`config.mk`:
```
export PLATFORM = sky130hd
export DESIGN_NAME = out_buf_tx
export DESIGN_NICKNAME = d
export VERILOG_FILES = /design/src/rtl/out_buf_pkg.sv /design/src/rtl/out_buf_tx.sv
export SDC_FILE = /design/constraint.sdc
export NUM_CORES = 1
export LEC_CHECK = 0
export CORE_ASPECT_RATIO = 0.75
export CORE_MARGIN = 5
export CORE_UTILIZATION = 45
export CTS_BUF_LIST = sky130_fd_sc_hd__clkbuf_16
export DETAILED_ROUTE_END_ITERATION = 10
export PLACE_DENSITY_LB_ADDON = 0.12
export SLEW_MARGIN = 20
export SYNTH_ARGS = -nofsm -noshare
export SYNTH_HDL_FRONTEND = slang
export SYNTH_SLANG_ARGS = --single-unit
```
`constraint.sdc`:
```
create_clock -name clk -period 4.4 [get_ports clk]
set_clock_uncertainty 0.15 [all_clocks]
set_input_delay 1.32 -clock clk [delete_from_list [all_inputs] [get_ports clk]]
set_output_delay 1.32 -clock clk [all_outputs]
set_load 0.02 [all_outputs]
```
`src/rtl/out_buf_pkg.sv`:
```
// Shared types and sizing for the output-buffer drainer.
// Optional feature: define OUT_BUF_TX_CHECKSUM_EN to append an XOR checksum byte.
package out_buf_pkg;

   localparam int unsigned OUT_BUF_W = 256;  // response bus width
   localparam int unsigned OUT_CNT_W = 4;    // byte-count field width
   localparam int unsigned MAX_BYTES = 16;   // payload bytes addressable by the 4-bit count

   typedef enum logic [2:0] {
      ST_IDLE   = 3'd0,
      ST_ISSUE  = 3'd1,
      ST_GAP    = 3'd2,
      ST_DRAIN  = 3'd3,
`ifdef OUT_BUF_TX_CHECKSUM_EN
      ST_FINISH = 3'd4,
      ST_CKSUM  = 3'd5
`else
      ST_FINISH = 3'd4
`endif
   } state_t;

endpackage

```
`src/rtl/out_buf_tx.sv`:
```
// out_buf_tx: captures one 256-bit response on the rising edge of out_rdy and
// serialises it LSB byte first into a UART byte interface (tx_start/tx_busy).
// Optional feature: OUT_BUF_TX_CHECKSUM_EN appends the XOR of all payload bytes.
module out_buf_tx
   import out_buf_pkg::*;
(
   input  logic                 clk,
   input  logic                 rst,
   input  logic [OUT_BUF_W-1:0] out,
   input  logic [OUT_CNT_W-1:0] out_bytecount,
   input  logic                 out_rdy,
   output logic                 out_buf_busy,
   output logic [7:0]           tx_d,
   output logic                 tx_start,
   input  logic                 tx_busy,
   output logic                 tx_done
);

   state_t                 state;
   logic [OUT_BUF_W-1:0]   shadow;
   logic [OUT_CNT_W-1:0]   last;
   logic [OUT_CNT_W-1:0]   index;
   logic                   rdy_q;
   logic                   rise;
   logic [7:0]             cur_byte;
`ifdef OUT_BUF_TX_CHECKSUM_EN
   logic [7:0]             cksum;
   logic                   cksum_sent;
`endif

   // New request detection and current payload byte selection.
   always_comb begin
      rise     = out_rdy & ~rdy_q;
      cur_byte = shadow[{1'b0, index, 3'b000} +: 8];
   end

   // Capture / issue / gap / drain sequencer with registered UART strobes.
   always_ff @(posedge clk) begin
      if (rst) begin
         state        <= ST_IDLE;
         shadow       <= '0;
         last         <= '0;
         index        <= '0;
         rdy_q        <= 1'b1;
         out_buf_busy <= 1'b0;
         tx_start     <= 1'b0;
         tx_d         <= '0;
         tx_done      <= 1'b0;
`ifdef OUT_BUF_TX_CHECKSUM_EN
         cksum        <= '0;
         cksum_sent   <= 1'b0;
`endif
      end else begin
         rdy_q    <= out_rdy;
         tx_start <= 1'b0;
         tx_done  <= 1'b0;
         case (state)
            ST_IDLE: begin
               if (rise) begin
                  shadow       <= out;
                  last         <= out_bytecount;
                  index        <= '0;
                  out_buf_busy <= 1'b1;
`ifdef OUT_BUF_TX_CHECKSUM_EN
                  cksum        <= '0;
                  cksum_sent   <= 1'b0;
`endif
                  state        <= ST_ISSUE;
               end
            end
            ST_ISSUE: begin
               if (!tx_busy) begin
                  tx_start <= 1'b1;
                  tx_d     <= cur_byte;
`ifdef OUT_BUF_TX_CHECKSUM_EN
                  cksum    <= cksum ^ cur_byte;
`endif
                  state    <= ST_GAP;
               end
            end
            // Fixed cycle so the UART has time to raise tx_busy.
            ST_GAP: state <= ST_DRAIN;
            ST_DRAIN: begin
               if (!tx_busy) begin
`ifdef OUT_BUF_TX_CHECKSUM_EN
                  if (cksum_sent) begin
                     tx_done      <= 1'b1;
                     out_buf_busy <= 1'b0;
                     state        <= ST_FINISH;
                  end else if (index == last) begin
                     state <= ST_CKSUM;
                  end else begin
                     index <= index + 1'b1;
                     state <= ST_ISSUE;
                  end
`else
                  if (index == last) begin
                     tx_done      <= 1'b1;
                     out_buf_busy <= 1'b0;
                     state        <= ST_FINISH;
                  end else begin
                     index <= index + 1'b1;
                     state <= ST_ISSUE;
                  end
`endif
               end
            end
`ifdef OUT_BUF_TX_CHECKSUM_EN
            ST_CKSUM: begin
               if (!tx_busy) begin
                  tx_start   <= 1'b1;
                  tx_d       <= cksum;
                  cksum_sent <= 1'b1;
                  state      <= ST_GAP;
               end
            end
`endif
            // tx_done is high and out_buf_busy low for exactly this state.
            ST_FINISH: state <= ST_IDLE;
            default:   state <= ST_IDLE;
         endcase
      end
   end

endmodule

```
# Yosys cells after proc, flatten, opt, wreduce, memory -nomap -nowiden

Cells that the tools add are included.

$add $sub $neg: 1
Equal/unequal tests: 9
Shift-type cells: 1
Muxes and demuxes: 15
Bitwise operators: 5
Reductions and logical operators: 9

Operator list:

| kind                                                                  | number |
|---|---|
| 256-bit by 8-bit indexed part select with 8-bit output                | 1 |
| 3-bit two-way mux                                                     | 4 |
| 4-bit two-way mux                                                     | 3 |
| 3-bit one-hot mux with 4 select lines                                 | 1 |
| 2-bit inequality test, second input constant                          | 5 |
| 4-bit one-hot mux with 2 select lines                                 | 1 |
| 4-bit AND reduction                                                   | 2 |
| 3-bit by 2-bit equality test with 1-bit output, second input constant | 2 |
| 1-bit two-way mux                                                     | 5 |
| 4-bit by 1-bit adder with 4-bit output, second input constant         | 1 |
| 4-bit equality test                                                   | 1 |
| 1-bit NOT                                                             | 4 |
| 2-bit AND reduction                                                   | 2 |
| 3-bit by 1-bit equality test with 1-bit output, second input constant | 1 |
| 3-bit logical NOT                                                     | 1 |
| 3-bit AND reduction                                                   | 1 |
| 3-bit OR reduction                                                    | 1 |
| 1-bit one-hot mux with 2 select lines                                 | 1 |
| 2-bit nonzero test                                                    | 1 |
| 2-bit OR reduction                                                    | 1 |
| 1-bit bitwise AND                                                     | 1 |

Flip-flop bits (word level): 279
Bits of input ports: 264
Output and inout bits: 11
Word-level logic and storage cells: 49

# Depth between registers and ports, before layout

Depth after elaboration: 4
Mapped depth: 7
Gate-level depth less buffers: 4

# Worst setup path after synthesis

Ideal clock, no wire load.

Path type: in2reg
Start: in tx_busy
End: reg tx_d[1]
Setup time: 0.058 ns
Arrival: 2.632 ns
Required time: 4.192 ns
Path slack: 1.560 ns
Stages on the path: 6
Path buffers: 2
Cell sequence: or4b_1 -> buf_2 -> or3b_1 -> buf_2 -> nor2_1 -> a211o_1

Longest elaborated chain between the ends: 2

Ends and longest elaborated chain:

| what                                 | RTL line         | RTL |
|---|---|---|
| start: declaration                   | out_buf_tx.sv:15 | `input logic tx_busy,` |
| 1-bit NOT (no source line)           | -                |  |
| 2-bit AND reduction (no source line) | -                |  |
| end signal: assignment               | out_buf_tx.sv:74 | `tx_d <= cur_byte;` |
| end: declaration                     | out_buf_tx.sv:13 | `output logic [7:0] tx_d,` |

Every way passes these cells.
A chain may end at the register's enable or synchronous reset.

# Worst setup path after layout

Start: in out_rdy
End: reg shadow[57]

Longest elaborated chain between the ends: 2

Ends and longest elaborated chain:

| what                                 | RTL line         | RTL |
|---|---|---|
| start: declaration                   | out_buf_tx.sv:11 | `input logic out_rdy,` |
| 1-bit bitwise AND                    | out_buf_tx.sv:33 | `rise = out_rdy & ~rdy_q;` |
| 2-bit AND reduction (no source line) | -                |  |
| end signal: assignment               | out_buf_tx.sv:60 | `shadow <= out;` |
| end: declaration                     | out_buf_tx.sv:20 | `logic [OUT_BUF_W-1:0] shadow;` |

Every way passes these cells.

==> flow_summary.ini <==
[finish]
finalNetCount = 1100
syn_to_final_growth_pct = 34.1
finalInstanceArea_sq_um = 8350
antenna_cells = 0
drive_gt1_share_pct = 8.49

[sta]
period_minus_slack_ps = 3170
rsz0062_at_grt = false
worst_pin_slew_ps = 984
maxSlewViolCount = 0
finalSetupTns_ps = 0
finalSetupViolCount = 0
clock.fmax_mhz = 315
slew-limit-headroom_pct = 34.4
hold_violations = 0
period_share_pct = 72.1

[clocking]
clock_path_buffers = 2
clock_latency_ps = 420
cts_made_buffers = 17
post_cts_buffers = 0
cts_hold_buf = 0
cts_tree = yes
post_cts_resized = 0
cts.clk_slew.worst_paths_ps = 60
root_buffer = clkbuf_16
clock-sinks = 151
h-tree-depth = 4

[worst_hold_path]
hp-start = shadow[117]
hold_class = flop to flop

[floorplanning]
ios = 275
core_sq_um = 13700
die_w_microns = 146
start_util_pct = 45.6
row_count = 37
die_h_microns = 112
die-area_sq_um = 16300

[detailed_routing]
route.detailed.drc = 0
wl_mm = 17.3
drtPass1Iterations = 5
drt-initial-drc-count = 543
vias = 5393
vias_per_cell = 5.27
ant_nets = 0
routedWlPerCell_microns = 17.0

[place]
dp_hpwl_mm = 12.1
dpl_cell_area_sq_um = 7760
gp_congestion = 0.807
portBuffers = 146

[setup_path]
rr_startpoint = index[2]
endpoint_kind = flop
critical_path_class = input port to flop
critPathLaunch = out_rdy
r2r_setup_slack_ps = 1960
crit_fanout = 69
startpoint_type = input port
arrival_ps = 3290
critPathRequiredTime_ps = 4510

[global_routing]
grt_pass1_vias = 5404
grt_pass1_wl_mm = 27.9
grt_max_degree = 89
grt_usage_pct = 21.5
overflow = 0
antenna_found_initial = 0

[synth]
yosysWarnings = 0
synthesis.nets = 987
postSynth.asyncResetShare_pct = 0
synth-seq-area-share_pct = 48.5
syn-cell-area_sq_um = 6230
synth_edf_count = 0
synth-seq-cells = 151
ys_types = 34
synth-main-ff-cell = dfxtp_1
synthCells = 722
avgSynthCellArea_sq_um = 8.63

[flow_run]
maxCapViolations = 0

[power]
p_per_area_nw_per_um2 = 383
p_leak_nw = 3.02
vdd_drop_max_mv = 0.248

[outcome]
outcome = completed
kinds of logic after synthesis:
family,count (synthesis),share of synthesized area (%)
adder cells (fa/ha/maj),1,0.201
multiplexers,49,14.3
flip-flops,151,48.5
AO/OA/AOI/OAI,150,13.1
buffers and inverters,60,3.88
XOR/XNOR,5,0.703
AND/OR/NAND/NOR,306,19.3
cell usage after synthesis, drive strengths merged, types with 4 or more instances:
cell type	count	area (sq um)
nor2	21	78.8
mux4	32	721
mux2i	17	170
a211o	8	70.1
xor2	4	35.0
a21oi	132	661
nand2	268	1010
nor3	4	20.0
clkbuf	43	161
buf	14	68.8
dfxtp	151	3020
metrics by stage:
stage          setup WS (ps)  power, mW  utilization (%)  instances  hold WS (ps)
2_1_floorplan           1560       1.59                -        722           283
4_1_cts                 1260       3.22             61.1       1023           302
6_report                1230       3.20             61.2       1023           302
3_3_place_gp             890       1.75             56.8        991           292
5_1_grt                 1150       3.32             61.2       1023           319
3_5_place_dp             832       1.76             56.8        991           294
cell type report:
cell class              instances  area [sq um]
fillers                      1130          5300
flip-flops and latches        151          3030
multi-input cells             511          2980
repair buffers                151          1520
clock buffers                  17           425
well taps                     175           219
clock inverters                15           169
inverters                       3          11.3
flip-flops by register name (all words and copies together), names as in the netlist:
signal        flops
state             3
out_buf_busy      1
tx_start          1
shadow          128
index             4
tx_done           1
rdy_q             1
last              4
tx_d              8
layout by cell type (no fill, tap or decap), types with 3 or more instances in the layout:
cell and n:
bufinv_16 4, xor2_1 4, clkinv_1 3, dfxtp_1 149
nor2_1 21, mux2i_1 17, clkbuf_16 17, a21oi_1 132
buf_4 4, nand2_1 268, mux4_2 32, clkinv_2 6
clkdlybuf4s50_1 145, inv_1 5, nor3_1 4, a211o_1 8
per-layer routing:
metal / global-route usage (%) / routed length (microns)
met5: 0 / 0
met4: 5.38 / 140
met3: 6.47 / 1160
met2: 30.6 / 7390
met1: 32.0 / 8660
power by group:
group          internal, mW  switching [mW]  leakage (nW)
clock network         0.931           0.539         0.309
logic                 0.161           0.126          1.48
registers              1.41          0.0285          1.23
total                  2.51           0.693          3.02
critical path: stages:
cell	delay (ps)
clkdlybuf4s50_1	480
nand2b_1	130
or4_4	760
buf_12	340
nand2_1	110
a21oi_1	80
final timing paths:
path / end / cells past startpoint
worst max-delay path: shadow[57] / 6
worst min-delay path: shadow[117] / 2
worst max register to register: index[0] / 4
worst min register to register: shadow[117] / 2
Power figures use the tool's default switching activity.
==> RTL change: new RTL, same flow settings <==
The 5 states of `state_t` get a one-hot encoding in 5 bits.
--- a/src/rtl/out_buf_pkg.sv
+++ b/src/rtl/out_buf_pkg.sv
@@ -6,16 +6,16 @@
    localparam int unsigned OUT_CNT_W = 4;    // byte-count field width
    localparam int unsigned MAX_BYTES = 16;   // payload bytes addressable by the 4-bit count
 
-   typedef enum logic [2:0] {
-      ST_IDLE   = 3'd0,
-      ST_ISSUE  = 3'd1,
-      ST_GAP    = 3'd2,
-      ST_DRAIN  = 3'd3,
+   typedef enum logic [4:0] {
+      ST_IDLE   = 5'b00001,
+      ST_ISSUE  = 5'b00010,
+      ST_GAP    = 5'b00100,
+      ST_DRAIN  = 5'b01000,
 `ifdef OUT_BUF_TX_CHECKSUM_EN
       ST_FINISH = 3'd4,
       ST_CKSUM  = 3'd5
 `else
-      ST_FINISH = 3'd4
+      ST_FINISH = 5'b10000
 `endif
    } state_t;
 
Function: same outputs for any inputs over 10 cycles, from zero or initial values and one cycle with rst high; not proved beyond that.
==> RTL change against the original RTL <==
- global-route usage is 0.44 points higher
- worst setup slack got worse by 0.55 ns
- hold slack gained 0.0036 ns
- critical path depth did not move
- routed wire length grew 8.8%
- cell area rose by 5.8%
- total power grew 7.5%
- synthesized area increased by 8.3%
- cell count grew 7.0%
- sequential cell count grew 2
- register-to-register slack got worse by 0.39 ns
- non-clock buffer count up 6
==> RTL change: results (changes against the original RTL) <==
stage;metric;value;unit;change
run_status;status;finished clean;;
critical_path;Reg2Reg Depth;6;;+2
final_layout;number of fill cells;1295;;+15%
clocking;H-tree Lvls;4;;unchanged
route;1st-pass router iterations;7;;+2
synthesis;Synth async-reset ratio;0;;unchanged
timing;Worst Tran Pin Value;0.922;ns;-0.0620 ns
worst_hold_path;worst hold path type;reg -> reg;;
critical_path;Arrival @ worst endpoint;3.93;ns;+0.64 ns
clocking;cts repair resizes;0;;unchanged
grt;Tot GR Track Use;0.220;;+0.00437
critical_path;reg-to-reg endpoint;tx_d[3];;
critical_path;crit path max fanout;9;;-87%
critical_path;r2r startpoint;index[0];;
synthesis;Synthesis Warnings;0;;unchanged
clocking;CTS Buf Count;17;;unchanged
final_layout;Nets;1147;;+4.3%
final_layout;diodes inserted;0;;unchanged
clocking;number of buffers on the longest clock path;2;;unchanged
critical_path;reg-to-reg slack, setup;1.57;ns;-0.39 ns
worst_hold_path;Hold Path Sink;shadow[124];;
grt;first-pass GRT wire length;30100;um;+7.8%
clocking;cts hold-fix bufs;0;;unchanged
placed_design;DP HPWL;13700;um;+13%
synthesis;syn_nets;1034;;+4.8%
synthesis;top cells by count, synth;nand2_1 (202), dfxtp_1 (153), a21oi_1 (136);;
synthesis;Cell variety after synth;49;;+44%
final_layout;largest registers;shadow (128), tx_d (8), state (5);;
grt;largest net degree at the start of global routing;84;;-5.6%
worst_hold_path;WHS Path Cells;2;;unchanged
pwr;LEAKAGE;2.97;nW;-1.6%
worst_hold_path;hold_sp;shadow[124];;
critical_path;largest stage delay on the critical path;0.63;ns;-0.13 ns
pwr;Peak VDD IR;0.253;mV;+2.0%
grt;initial antenna violation count;0;;unchanged
pwr;Psw;904;uW;+30%
route;vias per cell;5.32;;+0.91%
route;Iter 0 DRT Violations;520;;-4.2%
route;Avg WL per Cell;17.2;um;+1.6%
final_layout;layout cells sized above 1;0.165;;+0.0805
synthesis;sequential share of the synthesized area;0.454;;-0.0311
grt;vias in the first global route;5786;;+7.1%
timing;max-slew violations;0;;unchanged
placed_design;gpl congestion;0.861;;+6.6%
placed_design;Port Buffer Count;146;;unchanged
placed_design;pre-CTS WS;0.318;ns;-0.513 ns
critical_path;slowest CP cell;a2111oi_0;;
clocking;Clock Latency Late Sink;0.41;ns;
synthesis;top cells by area, synth;dfxtp_1 (45%), nand2_1 (11%), a21oi_1 (10%);;
clocking;Clock Pin Slew Worst Setup and Hold Paths;0.06;ns;about the same
==> RTL change: cell count changes after synthesis, moves of 7 or more <==
cell       unedited run  this run
mux4_2               32        24
mux2i_1              17         8
buf_4                 0         7
nor2_1               21         7
buf_6                 0        11
nand2_1             268       202
nand2_2               0        69
a2111oi_0             1         9
a211o_1               8         1
clkbuf_1             43        31
==> RTL change: metrics by stage <==
step | std cells | util | cell area [um^2] | hold WS (ns) | power, mW
floorplan | 769 | - | 6750 | 0.282 | 1.80
global placement | 1063 | 0.564 | 8230 | 0.291 | 1.96
detailed placement | 1063 | 0.564 | 8230 | 0.297 | 1.98
CTS | 1095 | 0.605 | 8830 | 0.305 | 3.46
global route | 1095 | 0.605 | 8830 | 0.325 | 3.58
finish | 1095 | 0.605 | 8830 | 0.305 | 3.44
==> RTL change: power groups by stage <==
stage / Clock, mW / Sequential (mW) / Combinational (mW)
finish: 1.49 / 1.52 / 0.432
global route: 1.58 / 1.53 / 0.474
CTS: 1.52 / 1.52 / 0.433
detailed placement: 0 / 1.55 / 0.431
global placement: 0 / 1.54 / 0.422
floorplan: 0 / 1.52 / 0.277
==> RTL change: how the worst max path moves through the flow <==
stage | to | startpoint | cells past startpoint | slack, ns
floorplan | tx_d[0] | tx_busy | 5 | 1.36
global placement | tx_d[3] | tx_busy | 6 | 0.35
detailed placement | tx_d[3] | tx_busy | 6 | 0.32
CTS | tx_d[3] | tx_busy | 6 | 0.72
global route | tx_d[3] | tx_busy | 6 | 0.64
finish | tx_d[3] | tx_busy | 6 | 0.68
==> RTL change: cells by family after synthesis <==
family	count (synthesis)	synth area share
buffers and inverters	67	0.0555
adders and majority gates	1	0.00185
and+or+nand+nor	324	0.226
AOI/OAI and AO/OA	182	0.156
muxes	37	0.100
DFF	153	0.454
xor gates and xnor gates	5	0.00649
==> RTL change: metal layers <==
| metal | share of wire | global-route usage |
|---|---|---|
| met1 | 0.48 | 0.321 |
| met2 | 0.45 | 0.331 |
| met3 | 0.063 | 0.0567 |
| met4 | 0.0062 | 0.0441 |
| met5 | 0 | 0 |
==> RTL change: area by class of cell <==
type,instances,area (um^2),area share
Sequential cell,153,3070,0.347
Timing Repair Buffer,157,1580,0.179
Inverter,4,15.0,0.00170
Clock inverter,15,183,0.0207
Clock buffer,17,425,0.0482
Tap cell,200,250,0.0283
Multi-Input combinational cell,549,3320,0.375
==> RTL change: worst max-delay path, delay by kind of cell <==
kind            cells  cell delay, ns
compound gates      2            0.72
buf+inv             2            0.79
simple gates        2            1.10
